$ cat config.mk
export PLATFORM = sky130hd
export DESIGN_NAME = unstripe_deskew
export DESIGN_NICKNAME = d
export VERILOG_FILES = /design/src/rtl/unstripe_deskew.sv
export SDC_FILE = /design/constraint.sdc
export NUM_CORES = 1
export LEC_CHECK = 0
export ABC_AREA = 1
export BUFFER_PORTS_ARGS = -buffer_cell sky130_fd_sc_hd__buf_2
export CAP_MARGIN = 10
export CORE_UTILIZATION = 40
export CTS_CLUSTER_DIAMETER = 150
export DETAILED_ROUTE_END_ITERATION = 10
export GPL_TIMING_DRIVEN = 0
export HOLD_SLACK_MARGIN = 0.15
export PLACE_DENSITY_LB_ADDON = 0.12
export RECOVER_POWER = 25
export SYNTH_ARGS = -nofsm -noshare
export SYNTH_HDL_FRONTEND = slang
export SYNTH_SLANG_ARGS = --single-unit
export TNS_END_PERCENT = 100
$ cat constraint.sdc
create_clock -name clk_2f -period 5.78 [get_ports clk_2f]
set_input_delay 0.867 -clock clk_2f [delete_from_list [all_inputs] [get_ports clk_2f]]
set_output_delay 0.867 -clock clk_2f [all_outputs]
set_load 0.01 [all_outputs]
$ cat src/rtl/unstripe_deskew.sv
// Receive-side lane merger: two independent 32-bit lanes are buffered in small
// per-lane FIFOs and re-serialised strictly as lane0, lane1, lane0, lane1, ...
module unstripe_deskew #(
   parameter int BUS_WIDTH = 32,
   parameter int DEPTH     = 4
) (
   input  logic                 clk_2f,
   input  logic                 reset,
   input  logic [BUS_WIDTH-1:0] lane0,
   input  logic                 valid0,
   input  logic [BUS_WIDTH-1:0] lane1,
   input  logic                 valid1,
   output logic [BUS_WIDTH-1:0] dataOut,
   output logic                 validOut,
   output logic                 overflow0,
   output logic                 overflow1,
   output logic                 o_state_dbg
);

   localparam int            AW       = (DEPTH > 1) ? $clog2(DEPTH) : 1;
   localparam logic [AW:0]   FULL_CNT = (AW+1)'(DEPTH);

   typedef enum logic {
      WAIT_L0 = 1'b0,
      WAIT_L1 = 1'b1
   } state_t;

   state_t               r_state;
   logic [BUS_WIDTH-1:0] r_mem [2][DEPTH];
   logic [AW-1:0]        r_wp  [2];
   logic [AW-1:0]        r_rp  [2];
   logic [AW:0]          r_cnt [2];
   logic [1:0]           r_ovf;
   logic [BUS_WIDTH-1:0] r_data;
   logic                 r_valid;

   logic [BUS_WIDTH-1:0] w_in [2];
   logic [1:0]           w_vin;
   logic [1:0]           w_pop;
   logic [1:0]           w_push;
   logic [1:0]           w_drop;
   logic [BUS_WIDTH-1:0] w_head;

   // Lane handshake: a word is offered when validN=1; it is taken unless the
   // FIFO is full, where a same-edge pop frees the slot. No backpressure exists,
   // so a refused word is lost and flagged on overflowN.
   always_comb begin
      w_in[0]  = lane0;
      w_in[1]  = lane1;
      w_vin    = {valid1, valid0};
      w_pop    = '0;
      w_push   = '0;
      w_drop   = '0;
      w_pop[0] = (r_state == WAIT_L0) && (r_cnt[0] != '0);
      w_pop[1] = (r_state == WAIT_L1) && (r_cnt[1] != '0);
      for (int i = 0; i < 2; i++) begin
         w_push[i] = w_vin[i] && ((r_cnt[i] != FULL_CNT) || w_pop[i]);
         w_drop[i] = w_vin[i] && !w_push[i];
      end
      w_head = (r_state == WAIT_L0) ? r_mem[0][r_rp[0]] : r_mem[1][r_rp[1]];
   end

   // Storage needs no reset: occupancy is tracked entirely by the counters.
   always_ff @(posedge clk_2f) begin
      for (int i = 0; i < 2; i++) begin
         if (w_push[i]) begin
            r_mem[i][r_wp[i]] <= w_in[i];
         end
      end
   end

   always_ff @(posedge clk_2f or posedge reset) begin
      if (reset) begin
         r_state <= WAIT_L0;
         r_data  <= '0;
         r_valid <= 1'b0;
         r_ovf   <= '0;
         for (int i = 0; i < 2; i++) begin
            r_wp[i]  <= '0;
            r_rp[i]  <= '0;
            r_cnt[i] <= '0;
         end
      end else begin
         for (int i = 0; i < 2; i++) begin
            if (w_push[i]) begin
               r_wp[i] <= r_wp[i] + AW'(1);
            end
            if (w_pop[i]) begin
               r_rp[i] <= r_rp[i] + AW'(1);
            end
            case ({w_push[i], w_pop[i]})
               2'b10:   r_cnt[i] <= r_cnt[i] + (AW+1)'(1);
               2'b01:   r_cnt[i] <= r_cnt[i] - (AW+1)'(1);
               default: r_cnt[i] <= r_cnt[i];
            endcase
            if (w_drop[i]) begin
               r_ovf[i] <= 1'b1;
            end
         end

         case (r_state)
            WAIT_L0: begin
               if (w_pop[0]) begin
                  r_data  <= w_head;
                  r_valid <= 1'b1;
                  r_state <= WAIT_L1;
               end else begin
                  r_valid <= 1'b0;
               end
            end
            WAIT_L1: begin
               if (w_pop[1]) begin
                  r_data  <= w_head;
                  r_valid <= 1'b1;
                  r_state <= WAIT_L0;
               end else begin
                  r_valid <= 1'b0;
               end
            end
            default: begin
               r_valid <= 1'b0;
               r_state <= WAIT_L0;
            end
         endcase
      end
   end

   assign dataOut     = r_data;
   assign validOut    = r_valid;
   assign overflow0   = r_ovf[0];
   assign overflow1   = r_ovf[1];
   assign o_state_dbg = r_state;

endmodule
Word level (Yosys, flattened, before mapping)

Memory sizes are Yosys's and may differ from the RTL's.
Index checks and enable logic that the tools add are counted.

Bitwise logic cells: 5
Multiplexer cells: 25
Eq/ne operators: 8
Add/sub/neg operators: 8
Magnitude comparators: 6
Reduce and logical (&&, ||, !) cells: 17

Operator list:

| cell                                                      | count |
|---|---|
| two-way mux 32 bit                                        | 9 |
| two-way mux 128 bit                                       | 2 |
| binary-select mux 32 bit (select 2 bit)                   | 2 |
| demux 32 bit (select 2 bit)                               | 2 |
| one-hot mux 32 bit (2 select lines)                       | 1 |
| greater-or-equal comparator 3 bit (second input constant) | 4 |
| inverter 2 -> 3 bit                                       | 4 |
| one-hot mux 3 bit (2 select lines)                        | 2 |
| adder 2 x 1 -> 2 bit (second input constant)              | 4 |
| logical AND 1 bit                                         | 8 |
| adder 3 x 1 -> 3 bit (second input constant)              | 2 |
| < comparator 3 x 1 -> 1 bit (second input constant)       | 2 |
| != test 3 bit (second input constant)                     | 2 |
| nonzero test 3 bit                                        | 2 |
| subtractor 3 x 1 -> 3 bit (second input constant)         | 2 |
| two-way mux 1 bit                                         | 5 |
| == test 2 x 1 -> 1 bit (second input constant)            | 2 |
| == test 2 bit (second input constant)                     | 2 |
| one-hot mux 1 bit (2 select lines)                        | 2 |
| nonzero test 2 bit                                        | 2 |
| logical NOT 1 bit                                         | 2 |
| logical OR 1 bit                                          | 2 |
| != test 2 x 1 -> 1 bit (second input constant)            | 1 |
| != test 2 bit (second input constant)                     | 1 |
| 2 further kinds                                           | 2 |

Output and inout bits: 36
Bits in registers: 50
RAM bits: 256
Word-level logic and storage cells: 81
Bits of input ports: 68
Memories kept: 1

Memories:

| name  | depth | width | read ports | clocked after memory_dff | write ports | line | text |
|---|---|---|---|---|---|---|---|
| r_mem | 2     | 128   | 2          | 0                        | 2           | 29   | `logic [BUS_WIDTH-1:0] r_mem [2][DEPTH];` |

Depth between registers and ports, before layout

Gate-level depths: netlist of run 1.

Depth after elaboration: 7
Mapped depth: 9
Mapped depth without buffers: 9

Worst setup path after synthesis of run 1

OpenSTA, ideal clock, no wires.

Path kind: in2reg
Start point: input port valid1
End point: memory r_mem[0][128] (netlist name), enable pin
Stages on the path: 2
Buffers on the path: 0
Slack: 2978 ps
Library setup time: 421 ps
Required time: 5359 ps
Arrival: 2380 ps
Path through: nand2_1 -> nor2_1

RTL lines:

| item            | line | text |
|---|---|---|
| start, declared | 12   | `input logic valid1,` |
| end, declared   | 29   |  |

==> key figures, run 1 <==
Outcome
  • Status: finished, final reports clean

Synthesis
  • Cell Area, Synth: 12300 sq um
  • Synth Warn #: 0
  • Post-synthesis net count: between 1000 and 1500
  • Distinct cells, synth: 25
  • Yosys top cell by area: edfxtp_1
  • Syn avg cell area: 11.8 sq um
  • Register area share after synthesis: 72.5%
  • Ranking of synthesized cells by area: edfxtp_1, dfrtp_1, nand2_1, nand3_1, nor2_1
  • Synth Register Bits: 306
  • Top cell type's share of synthesized area: 62.4%
  • Mapped Cells: 1047

Global route
  • Largest net degree at the start of global routing: 40
  • Vias in the first global route: ~7700
  • GRT Util Overall: approximately a fifth
  • Global-route wire length before repair: 44700 um
  • Gr ovfl total: 0
  • Initial antenna violation count: 1

Routing
  • WL/cell: 18.2 um
  • Vias/cell: ~4.9
  • Initial drt markers: roughly 470
  • Post-DRT Antenna Nets: 0
  • Routed WL: 29300 um
  • Vias: 7892
  • TritonRoute pass-1 iters: 5
  • Drc violations: 0

Timing
  • Final setup skew: about 0.019 ns
  • Tcrit/Tclk final: 38.3%
  • Max-slew violations: 0
  • Slew headroom: 59.6%
  • RSZ-0062 raised after global routing: false
  • Final setup viols: 0
  • Sum Neg Setup Slack: 0 ns
  • Hold Fails Final Rpt: 0
  • Slew @ Worst Pin: 0.604 ns
  • Final Critical Period: 2.22 ns
  • Max Freq: 0.451 GHz

Floorplanning
  • Row cnt: 63
  • Die area: around 32000 sq um
  • Boundary pin count: 104
  • CORE AREA: 30000 sq um
  • Starting Density: just over 40%
  • Die height: 178 um
  • Die X: 178 um

Clocking
  • Clock transition at the registers of the reported paths: 0.06 ns
  • Worst-Skew Late Latency: approximately 0.51 ns
  • Maximum root-to-sink buffer count: 3
  • # Post-CTS Setup Buffers: 0
  • H-tree levels: 2
  • Clock tree sinks: ~310
  • Post-CTS sizing: 0
  • CTS root buf: clkbuf_16
  • Total CTS buffers: 36
  • Hold_buf cts: 0
  • CTS tree: done

Pwr
  • Power Dens Cells: 570 nW/um^2
  • Leakage power: 5.70 nW
  • Worst vdd ir: 0.000301 V
  • Tot Pwr: between 8 and 9 mW

Critical path
  • Critical R2R Launch: o_state_dbg
  • WP data arrival: about 2.4 ns
  • Reg2reg end: r_mem[0][64]
  • Crit Path Class: reg2reg
  • Worst R2R Setup Slack: between 3 and 4 ns
  • Crit end category: flip-flop
  • Crit path required time: 6.00 ns
  • Crit start category: flip-flop
  • FF-to-FF path depth: 7
  • CP Max Fanout: 17

Run
  • Maximum capacitance violations: 0

Finish
  • Diodes inserted: 0
  • Core Util, Final: 48.7%
  • Proportion of layout cells with a drive suffix above 1: 14.8%
  • Fin area: roughly 15000 sq um
  • Final net count: between 1000 and 1500
  • Area Growth Syn to Fin: 18.5%

Worst hold path
  • HP Class: in2async

Place
  • DP HPWL: between 15000 and 20000 um
  • Buffers added on ports: 103
  • GPL Wtd Cong: 0.795
  • Placed instance area: 13600 sq um
[layout make-up]
class	instances	area, sq um
fillers	2705	15400
clock inverters	16	101
inverters	35	136
clock buffers	48	967
well taps	390	488
flip-flops and latches	306	8940
multi-input cells	651	2930
repair buffers	112	659
plain buffers	55	382
[worst max-delay path: stages (launching register included)]
cell and delay (ns):
dfrtp_1 0.38, buf_4 0.19, nand2_1 0.07, inv_1 0.03, nand2_1 0.11, nand2_1 0.30
nor2_4 0.58, buf_16 0.23
[per-stage QoR]
step                      hold slack [ns]  setup WS (ns)  instances
after floorplan                     0.481           2.98       1047
after detailed placement            0.460           3.30       1549
final                               0.379           3.56       1613
after CTS                           0.280           3.50       1613
after global routing                0.418           3.40       1613
after global placement              0.458           1.53       1540
[kinds of logic after synthesis]
family	share of synthesized area (%)
simple gates	18.7
flops	72.5
buf+inv	4.20
compound gates	2.96
fa+ha+maj	1.14
xor+xnor	0.426
[cells in the mapped netlist (all sizes together)]
library cell  number
nand2            276
o21ai             67
ha                 8
xor2               6
dfrtp             50
edfxtp           256
fa                 2
nand3            138
nor2             147
buf               50
clkbuf             5
a21oi              3
nand4              2
inv               35
o21bai             2
[registers in the layout, indices dropped and copies added, names as in the netlist]
| name | flops |
|---|---|
| r_cnt | 6 |
| validOut | 1 |
| r_ovf | 2 |
| r_mem | 256 |
| o_state_dbg | 1 |
| dataOut | 32 |
| r_wp | 4 |
| r_rp | 4 |
[where the power goes]
group	switching, mW	leakage [nW]	internal [mW]
clock	0.847	0.513	1.22
combinational	2.06	2.26	1.03
sequential	0.176	2.93	2.99
total	3.09	5.70	5.24
[worst max-delay path by stage]
stage	depth (start not counted)	slack, ns	endpoint	startpoint
detailed placement	4	3.30	r_mem[0][170]	valid1
floorplan	2	2.98	r_mem[0][128]	valid1
global placement	3	1.53	r_mem[0][212]	valid1
finish	7	3.56	r_mem[0][64]	o_state_dbg
global route	7	3.40	r_mem[0][91]	o_state_dbg
CTS	7	3.50	r_mem[0][69]	o_state_dbg
[layer usage]
layer / part of all wire, % / vias to the layer above / GRT usage, %
met5: 0.027 / - / 0
met2: 48 / 166 / 31.8
met4: 1.8 / 2 / 4.99
met1: 45 / 3798 / 25.8
li1: - / 3881 / -
met3: 4.6 / 45 / 3.62
[cell usage in the layout (no fill, tap or decap), drive strengths merged]
master      n
buf       121
a21oi       3
nand3     138
nand2     276
xor2        6
fa          2
dfrtp      50
clkinv     12
clkbuf     94
nor2      147
nand4       2
inv        37
o21bai      2
edfxtp    256
clkinvlp    1
bufinv      1
ha          8
o21ai      67
(Power assumes the default switching activity.)
==> inputs of run 2 (changes only) <==
- ABC_AREA: 1 -> 0
- clock period: 5.78 -> 2.09 ns (I/O delays scaled with it)
==> run 2 against run 1 <==
  * Non-clock buffer count grew 50
  * Sequential power grew to 2.8 times the previous value
  * Maximum frequency grew 13%
  * Synthesized cell count decreased by 41%
  * Utilization grew 1.6 points
  * Critical path depth up 1
  * Area after synthesis shrank 2.7%
  * Highest routed layer is now met4
  * Setup slack worse by 3.4 ns
  * Clock skew down 0.0014 ns
  * Sequential cell count unchanged
==> key figures, run 2 <==
Timing
  • Final setup skew: roughly 0.018 ns
  • Final setup viols: 0
  • Slew headroom: 55.5%
  • Hold Fails Final Rpt: 0
  • Tcrit/Tclk final: approximately 94%
  • RSZ-0062 raised after global routing: false
  • Slew @ Worst Pin: 0.667 ns
  • Final Critical Period: about 2 ns
  • Max Freq: 0.509 GHz
  • Max-slew violations: 0

Clocking
  • CTS tree: done
  • Clock tree sinks: about 310
  • CTS root buf: clkbuf_16
  • Maximum root-to-sink buffer count: 3
  • H-tree levels: 2
  • Clock transition at the registers of the reported paths: 0.06 ns
  • Worst-Skew Late Latency: roughly 0.5 ns
  • Total CTS buffers: 34

Critical path
  • Crit-path slowest cell: fa_1
  • WP depth: 8
  • CP Cell Sequence: buf_8 -> buf_6 -> buf_6 -> nand3_2 -> fa_1 -> o21ba_2 -> o211ai_1 -> a21oi_1
  • Worst path bufs/invs: 3
  • Critical Path Most Common Cell: buf_6
  • Crit Path Class: reg2reg
  • Crit end category: flip-flop
  • Critical path's largest stage delay: 0.51 ns
  • CP top delay family: adder cells
  • WP data arrival: 2.39 ns
  • CP Max Fanout: 10
  • Crit start category: flip-flop
  • Crit path required time: between 2 and 3 ns
  • FF-to-FF path depth: 8

Place
  • Buffers added on ports: a little over 100
  • GPL Wtd Cong: 0.833
  • Placed instance area: approximately 13000 sq um
  • DP HPWL: 16600 um

Global route
  • Gr ovfl total: 0
  • Global-route wire length before repair: roughly 40000 um
  • GRT Util Overall: 17.6%
  • Initial antenna violation count: 0
  • Vias in the first global route: around 6900
  • Largest net degree at the start of global routing: 37

Routing
  • Post-DRT Antenna Nets: 0
  • WL/cell: 21.4 um
  • Drc violations: 0
  • Routed WL: 26900 um
  • Vias/cell: 5.20
  • Vias: around 6500
  • Initial drt markers: 473
  • TritonRoute pass-1 iters: 4

Floorplanning
  • Die X: 175 um
  • Row cnt: 63
  • CORE AREA: 29600 sq um
  • Die height: 175 um
  • Die area: 30700 sq um
  • Starting Density: 40.6%
  • Boundary pin count: between 100 and 150

Synthesis
  • Yosys top cell by area: edfxtp_1
  • Top cell type's share of synthesized area: 64.1%
  • Synth Warn #: 0
  • Syn avg cell area: between 15 and 20 sq um
  • Mapped Cells: just over 600
  • Distinct cells, synth: between 40 and 50
  • Cell Area, Synth: 12000 sq um
  • Synth Register Bits: between 300 and 400
  • Most frequent cell after synthesis: edfxtp_1
  • Register area share after synthesis: 74.6%
  • Top_reg_cell synth: edfxtp_1
  • Synth cell count leaders: edfxtp_1, mux4_2, dfrtp_1, inv_1, nand2_1
  • Post-synthesis net count: 700
  • Ranking of synthesized cells by area: edfxtp_1, mux4_2, dfrtp_1, o32ai_1, a21oi_1
  • Share of synthesized registers carrying an async set or reset: 16.3%
  • Post-synth EDFFs: 256

Finish
  • Max FFs per register: 256
  • Most frequent cells in the layout: edfxtp_1, buf_2, dlygate4sd3_1
  • Proportion of layout cells with a drive suffix above 1: roughly 28%
  • Final net count: 922
  • Fin area: 14900 sq um
  • Core Util, Final: 50.4%
  • Diodes inserted: 0
  • Area Growth Syn to Fin: 24.2%
  • Most common cell after layout, fill and taps aside: edfxtp_1

Run
  • Maximum capacitance violations: 0

Worst hold path
  • Hold-critical path depth: 2
  • HP Class: in2reg

Outcome
  • Status: finished, final reports clean

Pwr
  • Worst vdd ir: between 0.0007 and 0.0008 V
  • Leakage power: 5.30 nW
  • Power Dens Cells: between 1000 and 1500 nW/um^2
## run 2: cells by family (layout without fill, tap and decap cells)
| family | Yosys count | count (layout) | synth area share (%) |
|---|---|---|---|
| compound gates | 85 | 85 | 5.06 |
| xor+xnor | 10 | 10 | 0.731 |
| fa+ha+maj | 10 | 10 | 1.17 |
| buf+inv | 74 | 314 | 3.08 |
| flops | 306 | 306 | 74.6 |
| mux | 67 | 67 | 12.5 |
| simple gates | 70 | 77 | 2.91 |
## run 2: path summary, 6_finish.rpt
path,slack (ns),from,endpoint
setup / recovery,0.12,o_state_dbg,r_cnt[1]
hold / removal,0.23,valid1,r_ovf[1]
setup reg to reg,0.12,o_state_dbg,r_cnt[1]
hold reg to reg,0.51,r_ovf[0],r_ovf[0]
max in group asynchronous,0.99,reset,dataOut[18]
min in group asynchronous,0.45,reset,dataOut[5]
## run 2: cell type report
| type | instances | area, sq um |
|---|---|---|
| Tap cell | 390 | 488 |
| Multi-Input combinational cell | 249 | 2800 |
| Clock buffer | 50 | 952 |
| Clock inverter | 11 | 77.6 |
| Buffer | 37 | 270 |
| Sequential cell | 306 | 8940 |
| Fill cell | 2477 | 14700 |
| Inverter | 36 | 135 |
| Timing Repair Buffer | 180 | 1220 |
## run 2: routing by layer
metal / GRT usage (%) / wire length (um)
met1: 22.5 / 11200
met2: 29.7 / 13400
met3: 3.98 / 1600
met4: 5.76 / 670
met5: 0 / 0
## run 2: stage by stage
| stage | setup TNS [ns] | power, mW | setup slack, ns | instances | hold slack, ns |
|---|---|---|---|---|---|
| after floorplan | -0.0382 | 13.7 | -0.0382 | 622 | 0.412 |
| after global placement | -57.21 | 15.9 | -0.264 | 1114 | 0.442 |
| after detailed placement | -68.03 | 16.2 | -0.351 | 1115 | 0.313 |
| after CTS | -26.90 | 22.1 | -0.230 | 1245 | 0.212 |
| after global routing | 0 | 23.2 | 0.00141 | 1259 | 0.222 |
| final | 0 | 22.1 | 0.124 | 1259 | 0.229 |
## run 2: repair_timing
action,4_1_cts,5_1_grt
hold endpoints to repair,306,0
setup buffers,1,11
hold buffers,65,0
pin swaps,3,7
gates cloned,4,3
setup endpoints to repair,260,260
gates resized for setup,19,17
## run 2: power by group
| part | total, mW | switching, mW | internal [mW] |
|---|---|---|---|
| registers | 8.87 | 0.589 | 8.28 |
| clock network | 5.50 | 2.22 | 3.28 |
| logic | 7.72 | 4.34 | 3.38 |
